==> src/rtl/serial_adder.sv <==
// ============================================================================
// Module   : serial_adder
// Brief    : Bit-serial ripple adder (one full-adder cell, LSB first) with
//            valid/ready handshakes on operand and result sides.
//            Optional signed-overflow output: define SERIAL_ADDER_OVF_EN.
// Revision : 1.0 - initial release
// ============================================================================
`default_nettype none

module serial_adder #(
    parameter int W = 8
) (
    input  logic         clk,
    input  logic         rst,
    input  logic         in_valid,
    output logic         in_ready,
    input  logic [W-1:0] a,
    input  logic [W-1:0] b,
    input  logic         cin,
    output logic         out_valid,
    input  logic         out_ready,
    output logic [W-1:0] sum,
    output logic         cout
`ifdef SERIAL_ADDER_OVF_EN
    ,
    output logic         ovf
`endif
);

    localparam int              CW     = $clog2(W) + 1;
    localparam logic [CW-1:0]   C_LAST = CW'(W - 1);
    localparam logic [CW-1:0]   C_ONE  = CW'(1);

    typedef enum logic [1:0] {
        S_IDLE = 2'd0,
        S_RUN  = 2'd1,
        S_DONE = 2'd2
    } state_t;

    state_t          r_state;
    logic [W-1:0]    r_ra;
    logic [W-1:0]    r_rb;
    logic [W-1:0]    r_rs;
    logic            r_c;
    logic [CW-1:0]   r_cnt;
`ifdef SERIAL_ADDER_OVF_EN
    logic            r_ovf;
`endif

    logic            w_s;
    logic            w_c_next;
    logic [W-1:0]    w_rs_next;

    assign w_s      = r_ra[0] ^ r_rb[0] ^ r_c;
    assign w_c_next = (r_ra[0] & r_rb[0]) | (r_ra[0] & r_c) | (r_rb[0] & r_c);

    // New sum bit enters at the MSB; after W steps bit 0 sits at the LSB.
    generate
        if (W == 1) begin : g_rs_w1
            assign w_rs_next = w_s;
        end else begin : g_rs_wn
            assign w_rs_next = {w_s, r_rs[W-1:1]};
        end
    endgenerate

    always_ff @(posedge clk) begin
        if (rst) begin
            r_state <= S_IDLE;
            r_ra    <= '0;
            r_rb    <= '0;
            r_rs    <= '0;
            r_c     <= 1'b0;
            r_cnt   <= '0;
`ifdef SERIAL_ADDER_OVF_EN
            r_ovf   <= 1'b0;
`endif
        end else begin
            case (r_state)
                S_IDLE: begin
                    if (in_valid) begin
                        r_ra    <= a;
                        r_rb    <= b;
                        r_c     <= cin;
                        r_cnt   <= '0;
                        r_rs    <= '0;
                        r_state <= S_RUN;
                    end
                end
                S_RUN: begin
                    r_ra  <= r_ra >> 1;
                    r_rb  <= r_rb >> 1;
                    r_rs  <= w_rs_next;
                    r_c   <= w_c_next;
                    r_cnt <= r_cnt + C_ONE;
                    if (r_cnt == C_LAST) begin
                        r_state <= S_DONE;
`ifdef SERIAL_ADDER_OVF_EN
                        // Carry into MSB differs from carry out of MSB.
                        r_ovf   <= r_c ^ w_c_next;
`endif
                    end
                end
                S_DONE: begin
                    if (out_ready) begin
                        r_state <= S_IDLE;
                    end
                end
                default: begin
                    r_state <= S_IDLE;
                end
            endcase
        end
    end

    assign in_ready  = (r_state == S_IDLE);
    assign out_valid = (r_state == S_DONE);
    assign sum       = r_rs;
    assign cout      = r_c;
`ifdef SERIAL_ADDER_OVF_EN
    assign ovf       = r_ovf;
`endif

endmodule

`default_nettype wire

==> config.mk <==
export PLATFORM = sky130hd
export DESIGN_NAME = serial_adder
export DESIGN_NICKNAME = d
export VERILOG_FILES = /design/src/rtl/serial_adder.sv
export SDC_FILE = /design/constraint.sdc
export NUM_CORES = 1
export LEC_CHECK = 0
export ABC_AREA = 0
export ABC_CLOCK_PERIOD_IN_PS = 1700
export CAP_MARGIN = 20
export CORE_ASPECT_RATIO = 0.8
export CORE_MARGIN = 2
export CORE_UTILIZATION = 48
export DETAILED_ROUTE_END_ITERATION = 10
export PLACE_DENSITY = 0.79
export SLEW_MARGIN = 20
export SYNTH_ARGS = -nofsm -noshare
export SYNTH_HDL_FRONTEND = slang
export SYNTH_SLANG_ARGS = --single-unit
==> constraint.sdc <==
create_clock -name clk -period 1.7 [get_ports clk]
set_clock_uncertainty 0.2 [all_clocks]
set_input_delay 0.255 -clock clk [delete_from_list [all_inputs] [get_ports clk]]
set_output_delay 0.255 -clock clk [all_outputs]
set_load 0.01 [all_outputs]
# Word-level counts from Yosys, hierarchy flattened
# Cells that the tools add are included.
# Widths: inputs -> output; s select.
[word_totals]
reg_bits = 31
output_inout_bits = 11
input_bits = 21
[classes]
addsub = 1
n_bitwise = 7
n_eq_ne = 6
mux = 14
reduce_logical = 4
[ops]
columns = ["cell", "count"]
rows = [
  ["$pmux 8 s2", 3],
  ["$mux 8", 3],
  ["$pmux 4 s2", 1],
  ["$mux 2", 3],
  ["$pmux 2 s3", 1],
  ["$add 4x1->4 const B", 1],
  ["$eq 4x3->1 const B", 1],
  ["$mux 4", 1],
  ["$ne 2x2->1 const B", 2],
  ["$and 1x1->1", 3],
  ["$reduce_and 3->1", 1],
  ["$eq 2x1->1 const B", 1],
  ["$eq 2x2->1 const B", 1],
  ["$logic_not 2->1", 1],
  ["$ne 2x1->1 const B", 1],
  ["$or 1x1->1", 2],
  ["$pmux 1 s2", 1],
  ["$reduce_and 2->1", 1],
  ["$reduce_bool 2->1", 1],
  ["$xor 1x1->1", 2],
  ["$mux 1", 1],
]

# Depth between registers and ports, before layout
# Gate-level depths: netlist of the first run.
[depth]
word_depth = 4
mapped_depth = 5
depth_no_buf = 4

# Worst setup path after synthesis of the first run
# No wires, ideal clock.
[synth_path]
path_kind = "register to register"
from = "register r_c (netlist: cout)"
to = "register r_c (netlist: cout)"
slack_ns = 0.169
arrival_time_ns = 1.245
synth_period_minus_slack_ns = 1.531
setup_time_ns = 0.086
t_required_ns = 1.414
stages_incl_launch_ff = 5
path_buffers = 0
cell_sequence = "dfxtp_1 -> inv_1 -> fa_1 -> o21a_1 -> a221oi_2"
[synth_between]
elab_chain_len = 4
word_cells_on_any_way = 5
classes_between = "1 x mux; 4 x bitwise"
[synth_lines]
columns = ["element", "line", "text"]
rows = [
  ["start, declared", "44", "logic r_c;"],
  ["start signal, assigned", "83", "r_c <= cin;"],
  ["start signal, assigned", "93", "r_c <= w_c_next;"],
  ["$and 1x1->1", "55", "assign w_c_next = (r_ra[0] & r_rb[0]) | (r_ra[0] & r_c) | (r_rb[0] & r_c);"],
  ["$or 1x1->1", "55", ""],
  ["$or 1x1->1 *", "55", ""],
  ["$pmux 1 s2 *", "78", "case (r_state)"],
]
# Mark *: on every way between the ends. The rest lies on a longest branch, timed or not.
# A chain may end at the register's enable or synchronous reset.

# Worst setup path in the final report of the first run
[layout_path]
from = "register r_rs[1] (netlist: sum[1])"
to = "output port sum[1]"
[layout_rtl]
columns = ["element", "line", "text"]
rows = [
  ["start, declared", "43", "logic [W-1:0] r_rs;"],
  ["start signal, assigned", "92", "r_rs <= w_rs_next;"],
  ["end, declared", "22", "output logic [W-1:0] sum,"],
]
# No word-level cell between the ends.

==> load_flow_metrics.sql, run 1 <==
INSERT INTO impl_metrics (metric_group, metric, value, unit) VALUES
('global_routing', 'globalRouteOverflowTotal', '0', ''),
('global_routing', 'antenna_violations_before_repair', '0', ''),
('floorplanning', 'die_width', '66.8', 'µm'),
('setup_path', 'worst_setup_path_start_kind', 'flop', ''),
('timing', 'rsz0062_at_grt', 'no', ''),
('finish', 'filler_cell_count', '269', ''),
('drt', 'vias', '1355', ''),
('synth', 'yosys-mux-area-fraction', '0', '%'),
('drt', 'drt-initial-drc-count', '96', ''),
('setup_path', 'longest_individual_stage_delay_on_the_worst_path', '0.55', 'ns'),
('finish', 'final_area', '1950', 'µm²'),
('power', 'net-switching-power', '0.426', 'mW'),
('place', 'placed_cell_area', '1870', 'µm²'),
('finish', 'register_area', '621', 'µm²'),
('timing', 'setup-violations-final', '0', ''),
('synth', 'basic_gate_share_of_the_synthesized_area_counting_and_or_nand_and_nor_cells', '22.4', '%'),
('cts', 'hold_buffers', '0', ''),
('status', 'outcome', 'complete, no violations', ''),
('setup_path', 'crit_required', '1.24', 'ns'),
('power', 'power.share.switching', '26.2', '%'),
('synth', 'synth-seq-cells', '31', ''),
('finish', 'syn2layout_area_growth', '28.6', '%'),
('timing', 'hold_violations', '0', ''),
('cts', 'clock_path_buffers', '2', ''),
('cts', 'clock-root-buffer', 'clkbuf_8', ''),
('setup_path', 'critPathArrivalTime', '1.20', 'ns'),
('floorplanning', 'core.rowCount', '18', ''),
('cts', 'clock_insertion_delay_worst_skew', '0.28', 'ns'),
('cts', 'cts_buffers', '5', ''),
('place', 'detailedPlace.worstSlack', '-0.0865', 'ns'),
('timing', 'layout_min_cycle_time', '1.66', 'ns'),
('setup_path', 'critical_path.endpoint_type', 'primary output', ''),
('finish', 'multiInputGateArea', '757', 'µm²'),
('timing', 'timing.final.max_slew_violations', '0', ''),
('cts', 'clock_edge_transition_at_the_registers_on_the_reported_setup_and_hold_paths', '0.07', 'ns'),
('synth', 'synth.yosys.warnings', '0', ''),
('min_path', 'min-delay-path-class', 'reg2reg', ''),
('power', 'comb_power_share', '16.9', '%'),
('synth', 'compound_cell_area_share_of_the_yosys_netlist', '25.3', '%'),
('global_routing', 'grt_start_max_net_pins', '24', ''),
('setup_path', 'critical_path_buf_inv_count', '1', ''),
('synth', 'seq_area_frac_synth', '40.9', '%'),
('finish', 'final_layout_size_suffix_gt1_share', '15.5', '%'),
('synth', 'synth_largest_area_cell', 'dfxtp_1', ''),
('setup_path', 'worst-setup-path-type', 'reg2out', ''),
('drt', 'antenna_violating_nets_post_route', '0', ''),
('place', 'total_half_perimeter_wirelength_after_legalization_and_detailed_placement', '2380', 'µm'),
('drt', 'drt-vias-per-instance', '5.49', ''),
('timing', 'worst_pin_slew', '0.342', 'ns'),
('setup_path', 'cp_cell_sequence', 'clkdlybuf4s50_1', ''),
('floorplanning', 'dieArea', '3630', 'µm²'),
('synth', 'synth.top_cell.area_share', '40.9', '%'),
('drt', 'avgRoutedWirePerCell', '13.9', 'µm'),
('global_routing', 'grt_pass1_vias', '1249', ''),
('power', 'power.sequential.fraction', '49.1', '%'),
('floorplanning', 'initial_core_util', '49.9', '%'),
('floorplanning', 'floorplan.die.height', '54.3', 'µm'),
('setup_path', 'crit_path_top_delay_cell', 'clkdlybuf4s50_1', ''),
('drt', 'final_wl', '3450', 'µm'),
('power', 'power.clock.fraction', '33.9', '%'),
('global_routing', 'grt_first_pass_wirelength', '5520', 'µm'),
('cts', 'cts.sinks', '31', ''),
('synth', 'count_of_mapped_cells_out_of_synthesis', '172', ''),
('power', 'p_int', '1.20', 'mW'),
('timing', 'final.period_utilization', '97.5', '%'),
('synth', 'synth_enable_flop_cells', '0', ''),
('place', 'numPortBuffers', '31', ''),
('job', 'cap_viol_max_count', '0', ''),
('synth', 'post_synth_main_area_contributors', 'dfxtp_1, a21oi_1, nor2_1, o221a_2, a22oi_1', ''),
('timing', 'max_clock_freq', '604', 'MHz'),
('power', 'worst_ir_drop_on_vdd', '0.625', 'mV');
-- per-stage QoR --
step	utilization [%]	hold slack [ns]	TNS (ns)	total power [mW]	instances
final	64.2	0.293	0	1.63	247
after detailed placement	61.4	0.274	-0.871	1.09	239
after CTS	64.0	0.287	0	1.63	247
after global routing	64.2	0.315	0	1.71	247
after global placement	61.4	0.271	-0.394	1.07	239
after floorplan	-	0.209	0	0.983	172
-- cell type report --
type                       instances  share of cell area, %
multi-input combinational        117                   38.8
inverter                           9                   1.73
clock buffer                       5                   3.53
clock inverter                     3                  0.770
timing repair buffer              42                   20.8
tap                               40                   2.57
sequential                        31                   31.8
-- worst paths after layout --
check | endpoint | slack, ns | startpoint | cells past startpoint
worst min register to register | r_ra[5] | 0.29 | r_ra[5] | 2
worst min-delay path | r_ra[5] | 0.29 | r_ra[5] | 2
worst max-delay path | sum[1] | 0.04 | sum[1] | 1
worst max register to register | r_ra[2] | 0.14 | r_state[0] | 5
-- power by group through the flow --
stage | registers, mW | clock network [mW] | logic [mW]
after floorplan | 0.808 | 0 | 0.175
after global placement | 0.811 | 0 | 0.263
after detailed placement | 0.813 | 0 | 0.274
after CTS | 0.797 | 0.558 | 0.276
after global routing | 0.805 | 0.604 | 0.298
final | 0.799 | 0.551 | 0.275
-- Yosys cell counts (3+ instances only) --
library cell  instances
nor3_1                8
or3b_1                6
nand2_1               4
dfxtp_1              31
buf_6                 4
nand2b_1              8
o221a_2               8
a21oi_1              22
nor2b_1               4
nor2_1               25
buf_4                 4
inv_1                 9
o22a_1                4
clkbuf_1              3
buf_2                 3
a22oi_1               8
-- metal layers --
metal	wire length (µm)	up-vias	GRT usage [%]
li1	-	675	-
met1	1600	643	25.3
met2	1690	33	34.7
met3	127	4	4.94
met4	27	0	7.14
met5	0	-	0
-- cells in the final DEF, fill, tap and decap left out, drive strengths merged --
cell and n:
a211oi 1, a21oi 22, a221oi 1, a22oi 8, a2bb2oi 1, a31oi 1, and2b 1, and4b 1
buf 11, clkbuf 5, clkdlybuf4s50 28, clkinv 3, dfxtp 31, dlygate4sd2 2, dlymetal6s2s 1, fa 1
ha 1, inv 9, nand2 4, nand2b 9, nand3 2, nand4b 1, nor2 25, nor2b 4
nor3 8, o211a 1, o21a 1, o21ba 1, o21bai 1, o221a 8, o22a 4, o22ai 2
or2 1, or3 1, or3b 6
-- state kept, by name, summed over array words and instances (netlist names) --
register,flops
sum,8
cout,1
r_ra,8
r_cnt,4
r_state,2
r_rb,8
-- kinds of logic (layout without fill, tap and decap cells) --
family,after synthesis,after routing
DFF,31,31
buffers and inverters,24,59
adders and majority gates,2,2
and+or+nand+nor,63,63
AOI/OAI and AO/OA,52,52
-- repair_timing --
item / in CTS / in global routing
endpoints found under the setup margin: 2 / 2
hold endpoints to repair: 0 / 0
cloned: 0 / 0
buffers inserted: 0 / 0
gates resized for setup: 2 / 2
No activity file was read; power rests on OpenSTA's default activity.
==> run 2: changes to the inputs <==
--- a/config.mk
+++ b/config.mk
@@ -12,7 +12,9 @@
 export CORE_MARGIN = 2
 export CORE_UTILIZATION = 48
 export DETAILED_ROUTE_END_ITERATION = 10
+export GPL_TIMING_DRIVEN = 0
 export PLACE_DENSITY = 0.79
+export SKIP_LAST_GASP = 1
 export SLEW_MARGIN = 20
 export SYNTH_ARGS = -nofsm -noshare
 export SYNTH_HDL_FRONTEND = slang
==> load_flow_metrics.sql, run 2 (synthesized netlist as in run 1, its figures left out) <==
INSERT INTO impl_metrics (metric_group, metric, value, unit) VALUES
('drt', 'drtPass1Iterations', '4', ''),
('place', 'total_half_perimeter_wirelength_after_legalization_and_detailed_placement', '2560', 'µm'),
('floorplanning', 'die_width', '66.8', 'µm'),
('place', 'gp_congestion', '0.771', ''),
('power', 'power_density', '918', 'nW/µm²'),
('drt', 'avgRoutedWirePerCell', '14.5', 'µm'),
('cts', 'clock_edge_transition_at_the_registers_on_the_reported_setup_and_hold_paths', '0.07', 'ns'),
('setup_path', 'endpoint', 'sum[5]', ''),
('finish', 'final_area', '1980', 'µm²'),
('finish', 'mostFrequentLayoutCell', 'dfxtp_1', ''),
('global_routing', 'grt_start_max_net_pins', '11', ''),
('global_routing', 'globalRouteOverflowTotal', '0', ''),
('floorplanning', 'initial_core_util', '49.9', '%'),
('cts', 'htreeDepth', '2', ''),
('setup_path', 'cp_cell_sequence', 'clkdlybuf4s50_1', ''),
('cts', 'clock-root-buffer', 'clkbuf_8', ''),
('timing', 'setup-violations-final', '0', ''),
('timing', 'max_clock_freq', '607', 'MHz'),
('setup_path', 'critPathArrivalTime', '1.19', 'ns'),
('drt', 'drc', '0', ''),
('timing', 'timing.final.max_slew_violations', '0', ''),
('place', 'placed_cell_area', '1880', 'µm²'),
('finish', 'multiInputGateArea', '756', 'µm²'),
('timing', 'relative_slew_slack', '66.6', '%'),
('cts', 'cts_buffers', '5', ''),
('setup_path', 'crit_fanout', '3', ''),
('global_routing', 'grt_pass1_vias', '1326', ''),
('timing', 'layout_min_cycle_time', '1.65', 'ns'),
('drt', 'drt-vias-per-instance', '5.61', ''),
('setup_path', 'critical_path.endpoint_type', 'primary output', ''),
('setup_path', 'crit_required', '1.24', 'ns'),
('finish', 'final_layout_size_suffix_gt1_share', '14.8', '%'),
('setup_path', 'worst-r2r-setup-slack', '0.17', 'ns'),
('cts', 'cts.sinks', '31', ''),
('floorplanning', 'core.rowCount', '18', ''),
('setup_path', 'critical_path_buf_inv_count', '1', ''),
('global_routing', 'antenna_violations_before_repair', '0', ''),
('cts', 'cts_setup_buffers', '0', ''),
('global_routing', 'grt_first_pass_wirelength', '5930', 'µm'),
('cts', 'clock_insertion_delay_worst_skew', '0.28', 'ns'),
('floorplanning', 'floorplan.io_pins', '32', ''),
('timing', 'worst_pin_slew', '0.501', 'ns'),
('finish', 'mostFrequentLayoutCells', 'dfxtp_1, clkdlybuf4s50_1, nor2_1', ''),
('setup_path', 'worst_setup_path_start_kind', 'flop', ''),
('timing', 'final.period_utilization', '96.9', '%'),
('setup_path', 'crit_path_top_delay_cell', 'clkdlybuf4s50_1', ''),
('drt', 'final_wl', '3610', 'µm'),
('finish', 'antennaDiodeCount', '0', ''),
('timing', 'rsz0062_at_grt', 'no', ''),
('timing', 'final_critical_path_setup_slack', '0.0529', 'ns'),
('cts', 'clock_path_buffers', '2', ''),
('global_routing', 'grtUsageTotal', '22.3', '%'),
('setup_path', 'reg2reg_depth', '4', ''),
('drt', 'antenna_violating_nets_post_route', '0', ''),
('cts', 'tritoncts_clock_tree', 'built', ''),
('finish', 'syn2layout_area_growth', '30.7', '%'),
('power', 'total_power', '1.82', 'mW'),
('finish', 'nNetsFinal', '231', ''),
('drt', 'drt-initial-drc-count', '93', ''),
('timing', 'hold_violations', '0', ''),
('setup_path', 'regToRegStartpoint', 'cout', ''),
('power', 'power.leakage', '0.805', 'nW'),
('setup_path', 'longest_individual_stage_delay_on_the_worst_path', '0.56', 'ns'),
('setup_path', 'cp-startpoint', 'sum[5]', ''),
('drt', 'vias', '1398', ''),
('setup_path', 'critical_path.reg2reg.endpoint', 'sum[7]', ''),
('timing', 'hold-worst-slack', '0.284', 'ns'),
('job', 'cap_viol_max_count', '0', ''),
('setup_path', 'critical_path_depth', '1', ''),
('timing', 'final.setup.tns', '0', 'ns'),
('place', 'detailedPlace.worstSlack', '-0.264', 'ns'),
('power', 'worst_ir_drop_on_vdd', '0.549', 'mV'),
('floorplanning', 'core-area', '3040', 'µm²'),
('floorplanning', 'floorplan.die.height', '54.3', 'µm'),
('setup_path', 'cp_top_family', 'buffers and inverters', ''),
('finish', 'filler_cell_count', '264', ''),
('setup_path', 'worst-setup-path-type', 'reg2out', ''),
('min_path', 'min-delay-path-class', 'reg2reg', ''),
('finish', 'register_area', '621', 'µm²'),
('floorplanning', 'dieArea', '3630', 'µm²'),
('status', 'outcome', 'complete, no violations', ''),
('place', 'numPortBuffers', '31', '');
[run 2: worst min-delay path by stage]
stage,startpoint,to,slack (ns),cells after the start
final,r_ra[7],r_ra[7],0.28,2
after global routing,r_ra[5],r_ra[5],0.31,2
after CTS,r_ra[7],r_ra[7],0.29,2
after detailed placement,r_ra[7],r_ra[7],0.28,2
after global placement,r_ra[7],r_ra[7],0.26,2
after floorplan,cin,cout,0.21,2
[run 2: timing repair]
action                                  4_1_cts  5_1_grt
endpoints found under the setup margin        3        2
resized for setup                             5        7
hold buffers                                  0        0
hold endpoints to repair                      0        0
gates cloned                                  0        0
pin swaps                                     0        0
[run 2: layout make-up]
type | count | area share [%]
clock buffer | 6 | 4.17
clock inverter | 2 | 1.77
multi-input combinational | 117 | 38.1
timing repair buffer | 31 | 15.4
tap | 40 | 2.53
sequential | 31 | 31.3
buffer | 13 | 4.99
inverter | 9 | 1.70
[run 2: stage by stage]
| step | cells | util [%] |
|---|---|---|
| 6_report | 249 | 65.2 |
| 4_1_cts | 251 | 65.6 |
| 5_1_grt | 249 | 65.2 |
| 3_5_place_dp | 243 | 61.7 |
| 2_1_floorplan | 172 | - |
| 3_3_place_gp | 243 | 61.7 |
[run 2: layer usage]
layer | up-vias | wire, µm | track usage, %
met2 | 39 | 1700 | 36.8
met4 | 0 | 57 | 8.16
li1 | 680 | - | -
met5 | - | 0 | 0
met3 | 8 | 166 | 4.32
met1 | 671 | 1680 | 29.4
[run 2: report_power, final]
group          internal, mW  switching (mW)
Clock                 0.474           0.270
Combinational         0.148           0.129
Sequential            0.770          0.0283
Total                  1.39           0.428
==> run 3: changes to the inputs <==
--- a/config.mk
+++ b/config.mk
@@ -14,7 +14,6 @@
 export DETAILED_ROUTE_END_ITERATION = 10
 export GPL_TIMING_DRIVEN = 0
 export PLACE_DENSITY = 0.79
-export SKIP_LAST_GASP = 1
 export SLEW_MARGIN = 20
 export SYNTH_ARGS = -nofsm -noshare
 export SYNTH_HDL_FRONTEND = slang
==> load_flow_metrics.sql, run 3 (synthesized netlist as in run 1, its figures left out) <==
INSERT INTO impl_metrics (metric_group, metric, value, unit) VALUES
('status', 'outcome', 'complete, no violations', ''),
('min_path', 'min-delay-path-class', 'reg2reg', ''),
('timing', 'final.setup.tns', '0', 'ns'),
('setup_path', 'worst_setup_path_start_kind', 'flop', ''),
('place', 'detailedPlace.worstSlack', '-0.264', 'ns'),
('setup_path', 'critical_path.reg2reg.endpoint', 'sum[7]', ''),
('place', 'post_placement_cell_count', '243', ''),
('timing', 'final_critical_path_setup_slack', '0.0561', 'ns'),
('drt', 'vias', '1400', ''),
('finish', 'instances_no_fill', '250', ''),
('timing', 'final.period_utilization', '96.7', '%'),
('finish', 'final_area', '2000', 'µm²'),
('place', 'numPortBuffers', '31', ''),
('timing', 'layout_min_cycle_time', '1.64', 'ns'),
('cts', 'cts.sinks', '31', ''),
('timing', 'rsz0062_at_grt', 'no', ''),
('finish', 'syn2layout_area_growth', '31.8', '%'),
('job', 'cap_viol_max_count', '0', ''),
('timing', 'hold_violations', '0', ''),
('floorplanning', 'core-area', '3040', 'µm²'),
('setup_path', 'reg2reg_depth', '4', ''),
('drt', 'drt-vias-per-instance', '5.60', ''),
('finish', 'mostFrequentLayoutCells', 'dfxtp_1, clkdlybuf4s50_1, nor2_1', ''),
('power', 'power.leakage', '0.812', 'nW'),
('finish', 'nNetsFinal', '232', ''),
('setup_path', 'crit_fanout', '10', ''),
('setup_path', 'crit_required', '1.24', 'ns'),
('floorplanning', 'core.rowCount', '18', ''),
('floorplanning', 'dieArea', '3630', 'µm²'),
('floorplanning', 'initial_core_util', '49.9', '%'),
('setup_path', 'critPathArrivalTime', '1.19', 'ns'),
('timing', 'worst_pin_slew', '0.516', 'ns'),
('setup_path', 'regToRegStartpoint', 'cout', ''),
('finish', 'mostFrequentLayoutCell', 'dfxtp_1', ''),
('cts', 'clock_path_buffers', '2', ''),
('cts', 'clock_insertion_delay_worst_skew', '0.29', 'ns'),
('power', 'power_density', '914', 'nW/µm²'),
('timing', 'relative_slew_slack', '65.6', '%'),
('timing', 'timing.final.max_slew_violations', '0', ''),
('finish', 'antennaDiodeCount', '0', ''),
('global_routing', 'grt_first_pass_wirelength', '5930', 'µm'),
('cts', 'cts_buffers', '5', ''),
('global_routing', 'antenna_violations_before_repair', '0', ''),
('setup_path', 'worst-setup-path-type', 'reg2out', ''),
('place', 'placed_cell_area', '1880', 'µm²'),
('drt', 'final_wl', '3670', 'µm'),
('cts', 'clock-root-buffer', 'clkbuf_8', ''),
('cts', 'hold_buffers', '0', ''),
('setup_path', 'endpoint', 'out_valid', ''),
('drt', 'avgRoutedWirePerCell', '14.7', 'µm'),
('finish', 'final_layout_size_suffix_gt1_share', '15.7', '%'),
('setup_path', 'worst-r2r-setup-slack', '0.16', 'ns'),
('global_routing', 'grt_start_max_net_pins', '11', ''),
('place', 'gp_congestion', '0.771', ''),
('min_path', 'hold_path_depth', '2', ''),
('drt', 'antenna_violating_nets_post_route', '0', ''),
('cts', 'clock_edge_transition_at_the_registers_on_the_reported_setup_and_hold_paths', '0.07', 'ns'),
('global_routing', 'grt_pass1_vias', '1324', ''),
('setup_path', 'cp-startpoint', 'r_state[1]', ''),
('global_routing', 'globalRouteOverflowTotal', '0', ''),
('finish', 'fin_util', '65.8', '%'),
('timing', 'setup-violations-final', '0', ''),
('floorplanning', 'floorplan.die.height', '54.3', 'µm'),
('place', 'total_half_perimeter_wirelength_after_legalization_and_detailed_placement', '2560', 'µm'),
('floorplanning', 'floorplan.io_pins', '32', ''),
('timing', 'max_clock_freq', '608', 'MHz'),
('cts', 'tritoncts_clock_tree', 'built', ''),
('setup_path', 'critical_path.endpoint_type', 'primary output', ''),
('drt', 'drtPass1Iterations', '4', ''),
('power', 'total_power', '1.83', 'mW'),
('floorplanning', 'die_width', '66.8', 'µm'),
('global_routing', 'grtUsageTotal', '22.3', '%'),
('cts', 'htreeDepth', '2', ''),
('drt', 'drt-initial-drc-count', '62', ''),
('power', 'worst_ir_drop_on_vdd', '0.550', 'mV'),
('timing', 'hold-worst-slack', '0.285', 'ns'),
('drt', 'drc', '0', '');
[run 3: cell types whose count changed in the layout (fill, tap and decap cells not counted)]
cell,before,now
buf_6,4,6
buf_4,5,4
nor2_1,25,24
nor2_2,0,1
[run 3: cell type report]
cell class                      instances  area [µm²]
Fill cell                             264        1040
Tap cell                               40        50.0
Sequential cell                        31         621
Buffer                                 14         114
Multi-Input combinational cell        117         758
Clock inverter                          2        35.0
Timing Repair Buffer                   31         305
Inverter                                9        33.8
Clock buffer                            6        82.6
[run 3: report_power, final]
group          switching, mW  leakage [nW]  internal, mW
Combinational          0.131         0.496         0.151
Sequential            0.0287         0.255         0.770
Clock                  0.274        0.0612         0.474
Total                  0.434         0.812          1.39
[run 3: what timing repair did]
| action | 4_1_cts | 5_1_grt |
|---|---|---|
| setup buffers | 0 | 0 |
| setup endpoints to repair | 3 | 2 |
| resized for setup | 11 | 4 |
[run 3: worst min-delay path by stage]
stage	start	slack, ns	end
finish	r_ra[7]	0.29	r_ra[7]
floorplan	cin	0.21	cout
CTS	r_ra[7]	0.29	r_ra[7]
global placement	r_ra[7]	0.26	r_ra[7]
global route	r_ra[5]	0.31	r_ra[5]
detailed placement	r_ra[7]	0.28	r_ra[7]
[run 3: worst max-delay path, cell delays in order (launching register included)]
cell and delay, ns:
dfxtp_1 0.32, buf_6 0.14, nor2b_1 0.16, dlygate4sd2_1 0.29
[run 3: metal layers]
| metal | track usage [%] | vias to the layer above | wire [µm] |
|---|---|---|---|
| li1 | - | 682 | - |
| met1 | 29.6 | 671 | 1690 |
| met2 | 36.7 | 40 | 1760 |
| met3 | 4.32 | 7 | 154 |
| met4 | 8.16 | 0 | 54 |
| met5 | 0 | - | 0 |
